### src/rtl/hstl_rx_pkg.sv
// Shared definitions for the HSTL class-II receive capture path: default
// parameters, the event record layout and a constant-width helper.
package hstl_rx_pkg;

  localparam int DEF_SYNC_STAGES = 2;
  localparam int DEF_FILT_LEN    = 4;
  localparam int DEF_TS_W        = 16;
  localparam int DEF_FIFO_DEPTH  = 4;

  // Event record at the default timestamp width; modules with a different
  // TS_W declare the same {rise, ts} layout locally.
  typedef struct packed {
    logic                rise;
    logic [DEF_TS_W-1:0] ts;
  } hstl_evt_t;

  function automatic int clog2(input int value);
    int result;
    int rem;
    result = 0;
    rem    = value - 1;
    while (rem > 0) begin
      result = result + 1;
      rem    = rem >> 1;
    end
    return result;
  endfunction

  function automatic int min1_clog2(input int value);
    return (clog2(value) < 1) ? 1 : clog2(value);
  endfunction

endpackage

### src/rtl/hstl_rx_evt_fifo.sv
// First-word-fall-through event FIFO: the head word is visible whenever the
// FIFO is non-empty; a push into a full FIFO is accepted only alongside a pop.
module hstl_rx_evt_fifo
  import hstl_rx_pkg::*;
#(
  parameter int W     = DEF_TS_W + 1,
  parameter int DEPTH = DEF_FIFO_DEPTH
) (
  input  logic         clk_i,
  input  logic         rst_ni,
  input  logic         push_i,
  input  logic [W-1:0] push_data_i,
  input  logic         pop_i,
  output logic [W-1:0] head_o,
  output logic         full_o,
  output logic         empty_o
);

  localparam int AW = clog2(DEPTH);

  // Pointers carry one extra wrap bit so full and empty are distinguishable.
  logic [AW:0]   wr_ptr_q, wr_ptr_d;
  logic [AW:0]   rd_ptr_q, rd_ptr_d;
  logic [W-1:0]  mem_q [DEPTH];
  logic          do_push;
  logic          do_pop;

  always_comb begin
    empty_o  = (wr_ptr_q == rd_ptr_q);
    full_o   = (wr_ptr_q[AW] != rd_ptr_q[AW]) &&
               (wr_ptr_q[AW-1:0] == rd_ptr_q[AW-1:0]);
    do_pop   = pop_i && !empty_o;
    do_push  = push_i && (!full_o || do_pop);
    wr_ptr_d = do_push ? wr_ptr_q + 1'b1 : wr_ptr_q;
    rd_ptr_d = do_pop  ? rd_ptr_q + 1'b1 : rd_ptr_q;
    head_o   = empty_o ? '0 : mem_q[rd_ptr_q[AW-1:0]];
  end

  always_ff @(posedge clk_i or negedge rst_ni) begin
    if (!rst_ni) begin
      wr_ptr_q <= '0;
      rd_ptr_q <= '0;
    end else begin
      wr_ptr_q <= wr_ptr_d;
      rd_ptr_q <= rd_ptr_d;
    end
  end

  // Storage needs no reset: the head is masked to zero while empty.
  always_ff @(posedge clk_i) begin
    if (do_push) begin
      mem_q[wr_ptr_q[AW-1:0]] <= push_data_i;
    end
  end

endmodule

### src/rtl/ibuf_hstl_ii_rx_capture.sv
// Pad receive capture: synchronise the asynchronous pad level, glitch-filter
// it into O, and queue timestamped edge events for the fabric to drain.
module ibuf_hstl_ii_rx_capture
  import hstl_rx_pkg::*;
#(
  parameter int SYNC_STAGES = DEF_SYNC_STAGES,
  parameter int FILT_LEN    = DEF_FILT_LEN,
  parameter int TS_W        = DEF_TS_W,
  parameter int FIFO_DEPTH  = DEF_FIFO_DEPTH
) (
  input  logic            CLK,
  input  logic            RST_N,
  input  logic            I,
  input  logic            EN,
  output logic            O,
  output logic            EVT_VALID,
  input  logic            EVT_READY,
  output logic            EVT_RISE,
  output logic [TS_W-1:0] EVT_TS,
  output logic            OVF,
  input  logic            OVF_CLR
);

  localparam int CNT_W = min1_clog2(FILT_LEN);
  localparam logic [CNT_W-1:0] CNT_LAST = CNT_W'(FILT_LEN - 1);

  typedef struct packed {
    logic            rise;
    logic [TS_W-1:0] ts;
  } evt_t;

  logic [SYNC_STAGES-1:0] sync_q, sync_d;
  logic                   o_q, o_d;
  logic [CNT_W-1:0]       cnt_q, cnt_d;
  logic [TS_W-1:0]        ts_q, ts_d;
  logic                   ovf_q, ovf_d;

  logic                   s;
  logic                   flip;
  logic                   push;
  logic                   pop;
  logic                   drop;
  evt_t                   push_evt;
  evt_t                   head_evt;
  logic                   fifo_full;
  logic                   fifo_empty;

  always_comb begin
    s      = sync_q[SYNC_STAGES-1];
    sync_d = {sync_q[SYNC_STAGES-2:0], I};

    // O only moves after FILT_LEN consecutive samples disagree with it.
    o_d   = o_q;
    cnt_d = cnt_q;
    flip  = 1'b0;
    if (s == o_q) begin
      cnt_d = '0;
    end else if (cnt_q == CNT_LAST) begin
      o_d   = s;
      cnt_d = '0;
      flip  = 1'b1;
    end else begin
      cnt_d = cnt_q + 1'b1;
    end

    ts_d = EN ? ts_q + TS_W'(1) : ts_q;

    push          = flip && EN;
    push_evt.rise = s;
    push_evt.ts   = ts_q;
    pop           = EVT_READY && !fifo_empty;
    // Full implies non-empty, so a push is lost only when no pop frees a slot.
    drop          = push && fifo_full && !pop;

    ovf_d = ovf_q;
    if (drop) begin
      ovf_d = 1'b1;
    end else if (OVF_CLR) begin
      ovf_d = 1'b0;
    end
  end

  always_ff @(posedge CLK or negedge RST_N) begin
    if (!RST_N) begin
      sync_q <= '0;
      o_q    <= 1'b0;
      cnt_q  <= '0;
      ts_q   <= '0;
      ovf_q  <= 1'b0;
    end else begin
      sync_q <= sync_d;
      o_q    <= o_d;
      cnt_q  <= cnt_d;
      ts_q   <= ts_d;
      ovf_q  <= ovf_d;
    end
  end

  hstl_rx_evt_fifo #(
    .W     (TS_W + 1),
    .DEPTH (FIFO_DEPTH)
  ) u_evt_fifo (
    .clk_i       (CLK),
    .rst_ni      (RST_N),
    .push_i      (push),
    .push_data_i (push_evt),
    .pop_i       (pop),
    .head_o      (head_evt),
    .full_o      (fifo_full),
    .empty_o     (fifo_empty)
  );

  assign O         = o_q;
  assign OVF       = ovf_q;
  assign EVT_VALID = !fifo_empty;
  assign EVT_RISE  = head_evt.rise;
  assign EVT_TS    = head_evt.ts;

endmodule

### config.mk
export PLATFORM = sky130hd
export DESIGN_NAME = ibuf_hstl_ii_rx_capture
export DESIGN_NICKNAME = d
export VERILOG_FILES = /design/src/rtl/hstl_rx_pkg.sv /design/src/rtl/hstl_rx_evt_fifo.sv /design/src/rtl/ibuf_hstl_ii_rx_capture.sv
export SDC_FILE = /design/constraint.sdc
export NUM_CORES = 1
export LEC_CHECK = 0
export ABC_AREA = 1
export ABC_CLOCK_PERIOD_IN_PS = 5600
export CAP_MARGIN = 20
export CORE_MARGIN = 2
export CORE_UTILIZATION = 63
export CTS_CLUSTER_SIZE = 14
export DETAILED_ROUTE_END_ITERATION = 8
export MAX_ROUTING_LAYER = met4
export PLACE_DENSITY = 0.86
export SLEW_MARGIN = 20
export SYNTH_ARGS = -nofsm -noshare
export SYNTH_HDL_FRONTEND = slang
export SYNTH_HIERARCHICAL = 1
export SYNTH_SLANG_ARGS = --single-unit
export TNS_END_PERCENT = 5
### constraint.sdc
create_clock -name CLK -period 5.6 [get_ports CLK]
set_input_delay 0.84 -clock CLK [delete_from_list [all_inputs] [get_ports CLK]]
set_output_delay 0.84 -clock CLK [all_outputs]
set_load 0.1 [all_outputs]
After elaboration in Yosys (flattened, before gate mapping)
Memory sizes are Yosys's and may differ from the RTL's.
Index checks and enable logic that the tools add are counted.
{ "classes": {"add_sub_neg": 4, "eq_ne": 5, "muxes": 9, "bitwise": 1, "reduce_logical": 13} }
{ "op_table": {"columns": ["operator", "count"], "rows": [
  ["$mux W17", 1],
  ["$add A16 B1 Y16 const B", 1],
  ["$logic_and A1 B1 Y1", 7],
  ["$add A3 B1 Y3 const B", 2],
  ["$mux W1", 6],
  ["$mux W2", 2],
  ["$eq A3 B3 Y1", 1],
  ["$logic_not A1 Y1", 3],
  ["$add A2 B1 Y2 const B", 1],
  ["$eq A2 B2 Y1", 1],
  ["$eq A2 B2 Y1 const B", 1],
  ["$reduce_and A2 Y1", 1],
  ["$reduce_bool A2 Y1", 1],
  ["$eq A1 B1 Y1", 1],
  ["$logic_or A1 B1 Y1", 1],
  ["$ne A1 B1 Y1", 1],
  ["$not A1 Y1", 1]
]} }
{ "word_totals": {"reg_bits": 28, "mem_bits_rw": 68, "input_bits": 6, "out_inout_bits": 20, "elab_cells": 40, "mem_count": 1} }
{ "memory_table": {"columns": ["memory", "depth", "word_bits", "read_ports", "rd_ports_with_merged_regs", "wr", "line", "text"], "rows": [
  ["u_evt_fifo.mem_q", 4, 17, 1, 0, 1, "hstl_rx_evt_fifo.sv:24", "logic [W-1:0] mem_q [DEPTH];"]
]} }

Longest topological paths before layout
Gate-level depths: netlist of run 1.
{ "logic_depth": {"ltp_word": 8, "depth_mapped": 15, "mapped_depth_nobuf": 14} }

Cells and area by module
The synthesis of run 1 kept the hierarchy.
{ "by_module_without_submodules": {"columns": ["module", "instances", "cells_each", "area_per_inst_um2", "seq_area_each_um2"], "rows": [
  ["hstl_rx_evt_fifo", 1, 277, 3166.8, 2192.1],
  ["ibuf_hstl_ii_rx_capture", 1, 98, 1028.5, 550.5]
]} }

Worst setup path before layout of run 1
OpenSTA, ideal clock, no wires.
{ "synth_path": {"path_type": "flip-flop to flip-flop", "startpoint": "reg u_evt_fifo.rd_ptr_q[1]", "endpoint": "mem u_evt_fifo/mem_q[0][0] in the netlist's numbering (enable)", "setup_time_ns": 0.391, "arrival_time_ns": 2.871, "required_time_ns": 5.209, "slack_ns": 2.339, "stages_incl_launch_ff": 13, "path_buffers": 2, "period_less_slack_ns": 3.261, "path_cell_list": "dfrtp_1 buf_6 xnor2_4 nand3_2 buf_4 inv_1 inv_1 nand2_1 inv_1 inv_1 nand4_2 nand2_2 nor2_1"} }
{ "synth_between": {"elab_chain_cells": 8, "word_cells_on_any_way": 11, "cone_classes": "2 x eq/ne; 2 x mux; 7 x reduce/logical"} }
{ "synth_rtl": {"columns": ["element", "line", "text"], "rows": [
  ["start: declaration", "hstl_rx_evt_fifo.sv:23", "logic [AW:0] rd_ptr_q, rd_ptr_d;"],
  ["start signal: assignment", "hstl_rx_evt_fifo.sv:45", "rd_ptr_q <= rd_ptr_d;"],
  ["$eq A3 B3 Y1", "hstl_rx_evt_fifo.sv:29", "empty_o = (wr_ptr_q == rd_ptr_q);"],
  ["named net fifo_empty", "ibuf_hstl_ii_rx_capture.sv:46", "logic fifo_empty;"],
  ["$logic_not A1 Y1", null, null],
  ["named net EVT_VALID", "ibuf_hstl_ii_rx_capture.sv:16", "output logic EVT_VALID,"],
  ["$logic_and A1 B1 Y1", "ibuf_hstl_ii_rx_capture.sv:71", "pop = EVT_READY && !fifo_empty;"],
  ["named net pop", "ibuf_hstl_ii_rx_capture.sv:41", "logic pop;"],
  ["$logic_and A1 B1 Y1", "hstl_rx_evt_fifo.sv:32", "do_pop = pop_i && !empty_o;"],
  ["$logic_or A1 B1 Y1", "hstl_rx_evt_fifo.sv:33", "do_push = push_i && (!full_o || do_pop);"],
  ["$logic_and A1 B1 Y1", "hstl_rx_evt_fifo.sv:33", null],
  ["$mux W1", "hstl_rx_evt_fifo.sv:51", "if (do_push) begin"],
  ["$mux W1 (implied by the code)", "hstl_rx_evt_fifo.sv:52", "mem_q[wr_ptr_q[AW-1:0]] <= push_data_i;"],
  ["end: declaration", "hstl_rx_evt_fifo.sv:24", null]
]} }
The timed path passes the listed nets, and every way through them passes these cells.

Worst setup path after layout of run 1
{ "layout_path": {"startpoint": "reg u_evt_fifo.rd_ptr_q[0]", "endpoint": "out EVT_TS[11]"} }
{ "layout_between": {"elab_chain_cells": 2, "word_cells_on_any_way": 3, "cone_classes": "1 x eq/ne; 1 x mux; 1 x memory"} }
{ "layout_rtl": {"columns": ["element", "line", "text"], "rows": [
  ["$mem_v2 Z4 W17 or $eq A3 B3 Y1 (tied branches)", null, null],
  ["$mux W17 *", "hstl_rx_evt_fifo.sv:36", "head_o = empty_o ? '0 : mem_q[rd_ptr_q[AW-1:0]];"],
  ["end: declaration", "ibuf_hstl_ii_rx_capture.sv:19", "output logic [TS_W-1:0] EVT_TS,"]
]} }
Mark *: on every way between the ends. The rest lies on a longest branch, timed or not.

==> results of run 1 <==
==> cells in the final DEF, fill, tap and decap left out, drive strengths merged, types with 7 or more instances in the layout <==
| cell type | count |
|---|---|
| nand2 | 58 |
| xnor2 | 8 |
| clkdlybuf4s50 | 25 |
| clkbuf | 10 |
| ha | 7 |
| edfxtp | 68 |
| inv | 44 |
| nand3 | 13 |
| o21ai | 52 |
| nor2 | 65 |
| dfrtp | 28 |
==> cell type report <==
type	instances	share of cell area [%]
sequential	96	58.0
inverter	44	3.60
clock buffer	10	2.70
multi-input combinational	221	25.2
tap	77	2.04
clock inverter	6	2.27
timing repair buffer	31	6.24
==> critical path, cell delays in order (launching register included) <==
cell,delay (ns)
dfrtp_1,0.75
buf_4,0.36
inv_6,0.14
nand2_1,0.11
nand2_2,0.08
nand3_2,0.35
nand2_1,0.16
inv_1,0.08
clkdlybuf4s50_1,1.15
==> worst min-delay path by stage <==
stage | to | slack (ns) | startpoint
floorplan | sync_q[1] | 0.33 | sync_q[0]
global placement | sync_q[1] | 0.33 | sync_q[0]
detailed placement | sync_q[1] | 0.34 | sync_q[0]
CTS | sync_q[1] | 0.36 | sync_q[0]
global route | sync_q[1] | 0.36 | sync_q[0]
finish | sync_q[1] | 0.36 | sync_q[0]
==> synthesized netlist by cell type, types with 3 or more instances <==
| master | count | area share, % |
|---|---|---|
| buf_2 | 8 | 0.95 |
| buf_6 | 3 | 0.81 |
| dfrtp_1 | 28 | 17 |
| edfxtp_1 | 68 | 49 |
| ha_1 | 7 | 2.1 |
| inv_1 | 43 | 3.8 |
| nand2_1 | 51 | 4.6 |
| nand2_2 | 6 | 0.89 |
| nand3_1 | 12 | 1.4 |
| nand4_1 | 4 | 0.60 |
| nor2_1 | 60 | 5.4 |
| nor2_4 | 5 | 1.3 |
| o21ai_0 | 42 | 5.0 |
| o21ai_1 | 10 | 1.2 |
| xnor2_1 | 7 | 1.5 |
| xor2_1 | 6 | 1.3 |
==> routing by layer <==
metal  global-route usage [%]  vias to the layer above  wire length (um)
met5                        -                        -                 0
met4                     13.0                        0               228
met3                     4.72                       23               513
met2                     37.4                      100              3990
met1                     29.8                     1287              3150
li1                         -                     1291                 -
==> metrics by stage <==
| step | hold WS (ns) | cell area (sq um) | worst slack [ns] | util, % | cells |
|---|---|---|---|---|---|
| 5_1_grt | 0.359 | 4730 | 1.05 | 74.1 | 485 |
| 2_1_floorplan | 0.331 | 4200 | 2.34 | - | 375 |
| 6_report | 0.359 | 4730 | 1.20 | 74.1 | 485 |
| 4_1_cts | 0.358 | 4730 | 1.25 | 74.1 | 485 |
| 3_5_place_dp | 0.338 | 4490 | 1.70 | 70.4 | 469 |
| 3_3_place_gp | 0.335 | 4490 | 1.80 | 70.4 | 469 |
==> sequential cells by signal, indices dropped and copies added (netlist names) <==
signal / cells
cnt_q: 2
u_evt_fifo/mem_q: 68
u_evt_fifo/wr_ptr_q: 3
u_evt_fifo/rd_ptr_q: 3
O: 1
OVF: 1
sync_q: 2
ts_q: 16
==> cell families after synthesis <==
kind of cell	after synthesis
AOI/OAI and AO/OA	54
xor gates and xnor gates	14
adders and majority gates	7
buffers and inverters	58
DFF	96
muxes	2
and+or+nand+nor	144
==> metrics, run 1 <==
outcome=completed; Overall Global Routing Usage=between 20% and 30%; number of global-route vias before repair=between 2,000 and 3,000; Post-synth EDFFs=68; IO buf count=25; FF-to-FF path depth=14; CTS max path bufs=2; Die W=85.6 um; CTS clock-pin slew for the worst setup and hold paths=about 0.090 ns; Max Slew Vio Count=0; Yosys reg bits=96; Filler cells=between 400 and 500; post-synth net total=388; crit path time final=4.40 ns; area of the die=between 7000 and 8000 sq um; layout cells sized above 1=between 10 and 15%; Fin Clk Skew=0.0112 ns; Pre-antenna DRT Iters=4; Residual DRC=0; antenna viol nets, final=0; drt initial violations=297; Initial Util=approximately two thirds; Syn Inst Count=375; max_cap viols=0; initial antenna violation count=0; Setup Buffers After CTS=0; prevailing post-synth register cell=edfxtp_1; post-synthesis async set-or-reset flop share=between 20% and 30%; Sink Count=between 90 and 100; register-to-register setup slack=around 2.3 ns; WL per Instance=16.2 um; Slew @ Worst Pin=about 1.0 ns; relative slew slack=between 30% and 40%; Post-Synth Simple-Gate Area=around 16%; RSZ-0062 raised after global routing=no; root buffer cell=clkbuf_8; post-synthesis xor/xnor area fraction=3.37%; Final Hold Fails=0; area delta synth->final=12.8%; Hold Path Stages=0; crit path to=EVT_TS[11]; Worst R2R End=u_evt_fifo/mem_q[0][2]; adder-cell area share of the yosys netlist=2.09%; largest net degree at the start of global routing=38; Hold Path Class=reg2reg; Multi-input gate area=roughly 1200 sq um; area of the mapped netlist=between 4000 and 5000 sq um; CTS tree=yes; largest family of logic cells by synthesized area=simple AND/OR/NAND/NOR gates; # diodes=0; Crit path required time=4.76 ns; post-detailed-placement half-perimeter wirelength=4750 um; share of the yosys chip area belonging to registers=~65%; first-pass GRT wire length=between 10,000 and 15,000 um; synth warn=6; mux share of post-synthesis cell area=less than 1%; Worst setup SP type=flip-flop; H-Tree Depth=3; Worst Setup End Kind=output pin; Final Net Count=approximately 420; CP Class=reg2out; core area=roughly 6400 sq um; Distinct cells, synth=28; final WL=~7900 um; worst-skew pair later-pin latency=roughly 0.36 ns; Synth Area in Compound Gates=about 6.6%; vias per inst=approximately 5.6; gp weighted congestion=around 0.82; # setup viols final=0; post-cts sizing count=0; setup TNS=0 ns; die height=between 80 and 90 um; grt ovf=0; Fmax=roughly 230 MHz; Max Fanout on Critical Path=36; Worst R2R Start=u_evt_fifo/rd_ptr_q[0]; Final Cycle Share=between 70% and 80%; hold buffers post-CTS=0; worst endpoint data arrival time=~3.6 ns; Num CTS Buffers=9; routed vias=approximately 2,700; average size of a mapped cell=between 10 and 15 sq um; Crit. Startpoint=u_evt_fifo/rd_ptr_q[0]; Row Count=29; FF+latch area=2740 sq um; Ports=26
Power of run 1 is not shown: default switching activity piles up to over one toggle a cycle in this logic, so the estimate is an artifact.
==> run 2: changes to the inputs <==
--- a/config.mk
+++ b/config.mk
@@ -6,14 +6,14 @@
 export NUM_CORES = 1
 export LEC_CHECK = 0
 export ABC_AREA = 1
-export ABC_CLOCK_PERIOD_IN_PS = 5600
+export ABC_CLOCK_PERIOD_IN_PS = 4140
 export CAP_MARGIN = 20
 export CORE_MARGIN = 2
-export CORE_UTILIZATION = 63
+export CORE_UTILIZATION = 59
 export CTS_CLUSTER_SIZE = 14
 export DETAILED_ROUTE_END_ITERATION = 8
 export MAX_ROUTING_LAYER = met4
-export PLACE_DENSITY = 0.86
+export PLACE_DENSITY = 0.81
 export SLEW_MARGIN = 20
 export SYNTH_ARGS = -nofsm -noshare
 export SYNTH_HDL_FRONTEND = slang
==> constraint.sdc (replaced) <==
create_clock -name CLK -period 4.14 [get_ports CLK]
set_input_delay 0.621 -clock CLK [delete_from_list [all_inputs] [get_ports CLK]]
set_output_delay 0.621 -clock CLK [all_outputs]
set_load 0.1 [all_outputs]
==> run 2 against run 1 <==
Clock skew is 0.00065 ns lower. Largest cell class unchanged. Cell count is 4.1% higher. Die area is 6.5% higher. Register-to-register slack worse by 1.1 ns. Hold slack worse by 0.00051 ns. Highest routed layer unchanged. Global-route usage is 1.7 points lower.
==> metrics, run 2 (synthesis gave the netlist of run 1 again) <==
Crit path required time=4.20 ns (-0.56 ns); drt initial violations=200 (-33%); grt ovf=0 (unchanged); RSZ-0062 raised after global routing=no; H-Tree Depth=3 (unchanged); Overall Global Routing Usage=22.3% (-1.7 points); first-pass GRT wire length=12,400 um (-1.2%); commonest non-fill, non-tap cell in the layout=edfxtp_1; dpl cells=489 (+4.3%); M1 WL=3460 um (+9.8%); number of global-route vias before repair=2,539 (-1.3%); worst endpoint data arrival time=2.98 ns (-0.58 ns); most frequent cells in the layout=68 x edfxtp_1, 60 x nor2_1, 51 x nand2_1, 43 x inv_1, 42 x o21ai_0; Crit. Startpoint=u_evt_fifo/rd_ptr_q[1]; post-cts sizing count=0 (unchanged); Final Hold Fails=0 (unchanged); largest net degree at the start of global routing=38 (unchanged); Fin Clk Skew=0.0106 ns (-0.000648 ns); initial antenna violation count=0 (unchanged); routed vias=2,699 (-0.074%); CP Class=reg2reg; vias per inst=5.34 (-4.0%); crit path time final=around 2.9 ns; Fmax=342 MHz; die height=88.3 um (+3.2%); final WL=7690 um (-2.4%); Initial Util=61.4% (-4.3 points); CTS max path bufs=2 (unchanged); FF-to-FF path depth=12 (-2); # diodes=0 (unchanged); fin cells=505 (+4.1%); Max Fanout on Critical Path=37 (+2.8%); area delta synth->final=11.0%; max_cap viols=0 (unchanged); hold slack=0.358 ns (-0.000515 ns); Routed met3 length=358 um (-30%); Critical path buffers and inverters=6 (+2); IO buf count=25 (unchanged); startpoint of the worst hold path=sync_q[0]; Final Net Count=417 (+0.24%); CP peak stage delay=0.44 ns (-0.71 ns); gp weighted congestion=0.894 (+8.5%); Largest register FFs=68 (unchanged); CP dominant cell by count=inv_1; CTS tree=yes; Hold Path Stages=0 (unchanged); Residual DRC=0 (unchanged); root buffer cell=clkbuf_8; Highest Signal Layer=met4; # setup viols final=0 (unchanged); CP top delay family=simple AND/OR/NAND/NOR gates; Die W=88.3 um (+3.2%); worst-skew pair later-pin latency=0.36 ns (about the same); Pre-antenna DRT Iters=4 (unchanged); Sink Count=96 (unchanged); Num CTS Buffers=9 (unchanged); Worst setup SP type=flip-flop; CP Depth=12 (+4); Max Slew Vio Count=0 (unchanged); setup TNS=0 ns (unchanged); outcome=completed; Met2 Routed Length=3760 um (-5.8%); CTS clock-pin slew for the worst setup and hold paths=0.09 ns (about the same); Row Count=30 (+3.4%); layout cells sized above 1=14.7% (+4.6 points); area of the die=7800 sq um (+6.5%); post-detailed-placement half-perimeter wirelength=4910 um (+3.5%); Worst R2R Start=u_evt_fifo/rd_ptr_q[1]; Slew @ Worst Pin=0.960 ns (-0.0589 ns); core area=6830 sq um (+7.0%); hold buffers post-CTS=0 (unchanged); Ports=26 (unchanged); critical path's slowest cell=nor2_1; Worst Setup End Kind=flip-flop; relative slew slack=35.8% (+3.9 points); Final Cycle Share=70.6%; antenna viol nets, final=0 (unchanged); crit-path cells=buf_4, xnor2_4, nand3_2, inv_1, inv_1, nand2_1, inv_1, inv_1, nand4_2, nand2_2, nor2_1, buf_4; Setup Buffers After CTS=0 (unchanged); Hold Path Class=reg2reg; WL per Instance=15.2 um (-6.3%)
run 2: changes by cell type in the layout (fill, tap and decap cells not counted), sizes merged:
| cell | change |
|---|---|
| clkdlybuf4s50 | -18 |
| buf | +19 |
| clkinvlp | +1 |
| inv | +3 |
| bufinv | -3 |
| clkbuf | -1 |
run 2: worst reg2reg max path: stages (launching register included):
cell	delay, ns
dfrtp_1	0.37
buf_4	0.25
xnor2_4	0.22
nand3_2	0.36
inv_1	0.08
inv_1	0.08
nand2_1	0.07
inv_1	0.13
inv_1	0.07
nand4_2	0.13
nand2_2	0.12
nor2_1	0.44
buf_4	0.31
run 2: path summary, 6_finish.rpt:
| path | endpoint | slack, ns |
|---|---|---|
| max | u_evt_fifo/mem_q[3][7] | 1.22 |
| min | sync_q[1] | 0.36 |
| max reg2reg | u_evt_fifo/mem_q[3][7] | 1.22 |
| min reg2reg | sync_q[1] | 0.36 |
| max in group asynchronous | u_evt_fifo/rd_ptr_q[1] | 3.22 |
| min in group asynchronous | cnt_q[1] | 0.64 |
run 2: per-stage QoR:
| step | setup slack, ns | cell area (sq um) | util (%) |
|---|---|---|---|
| 2_1_floorplan | 0.879 | 4200 | - |
| 3_3_place_gp | 1.31 | 4480 | 65.6 |
| 3_5_place_dp | 1.21 | 4480 | 65.6 |
| 4_1_cts | 1.19 | 4660 | 68.2 |
| 5_1_grt | 1.01 | 4660 | 68.2 |
| 6_report | 1.22 | 4660 | 68.2 |
run 2: area by class of cell:
class | instances | area (sq um)
clock buffer | 9 | 124
clock inverter | 7 | 53.8
fill | 505 | 2170
inverter | 44 | 170
multi-input combinational | 221 | 1190
sequential | 96 | 2740
tap | 96 | 120
timing repair buffer | 32 | 258
run 2: per-layer routing:
layer  up-vias  GRT usage [%]
met5         -              -
met4         0           10.2
met2        73           33.2
met1      1317           31.0
met3        12           2.89
li1       1297              -
Power of run 2 is left out for the same reason.
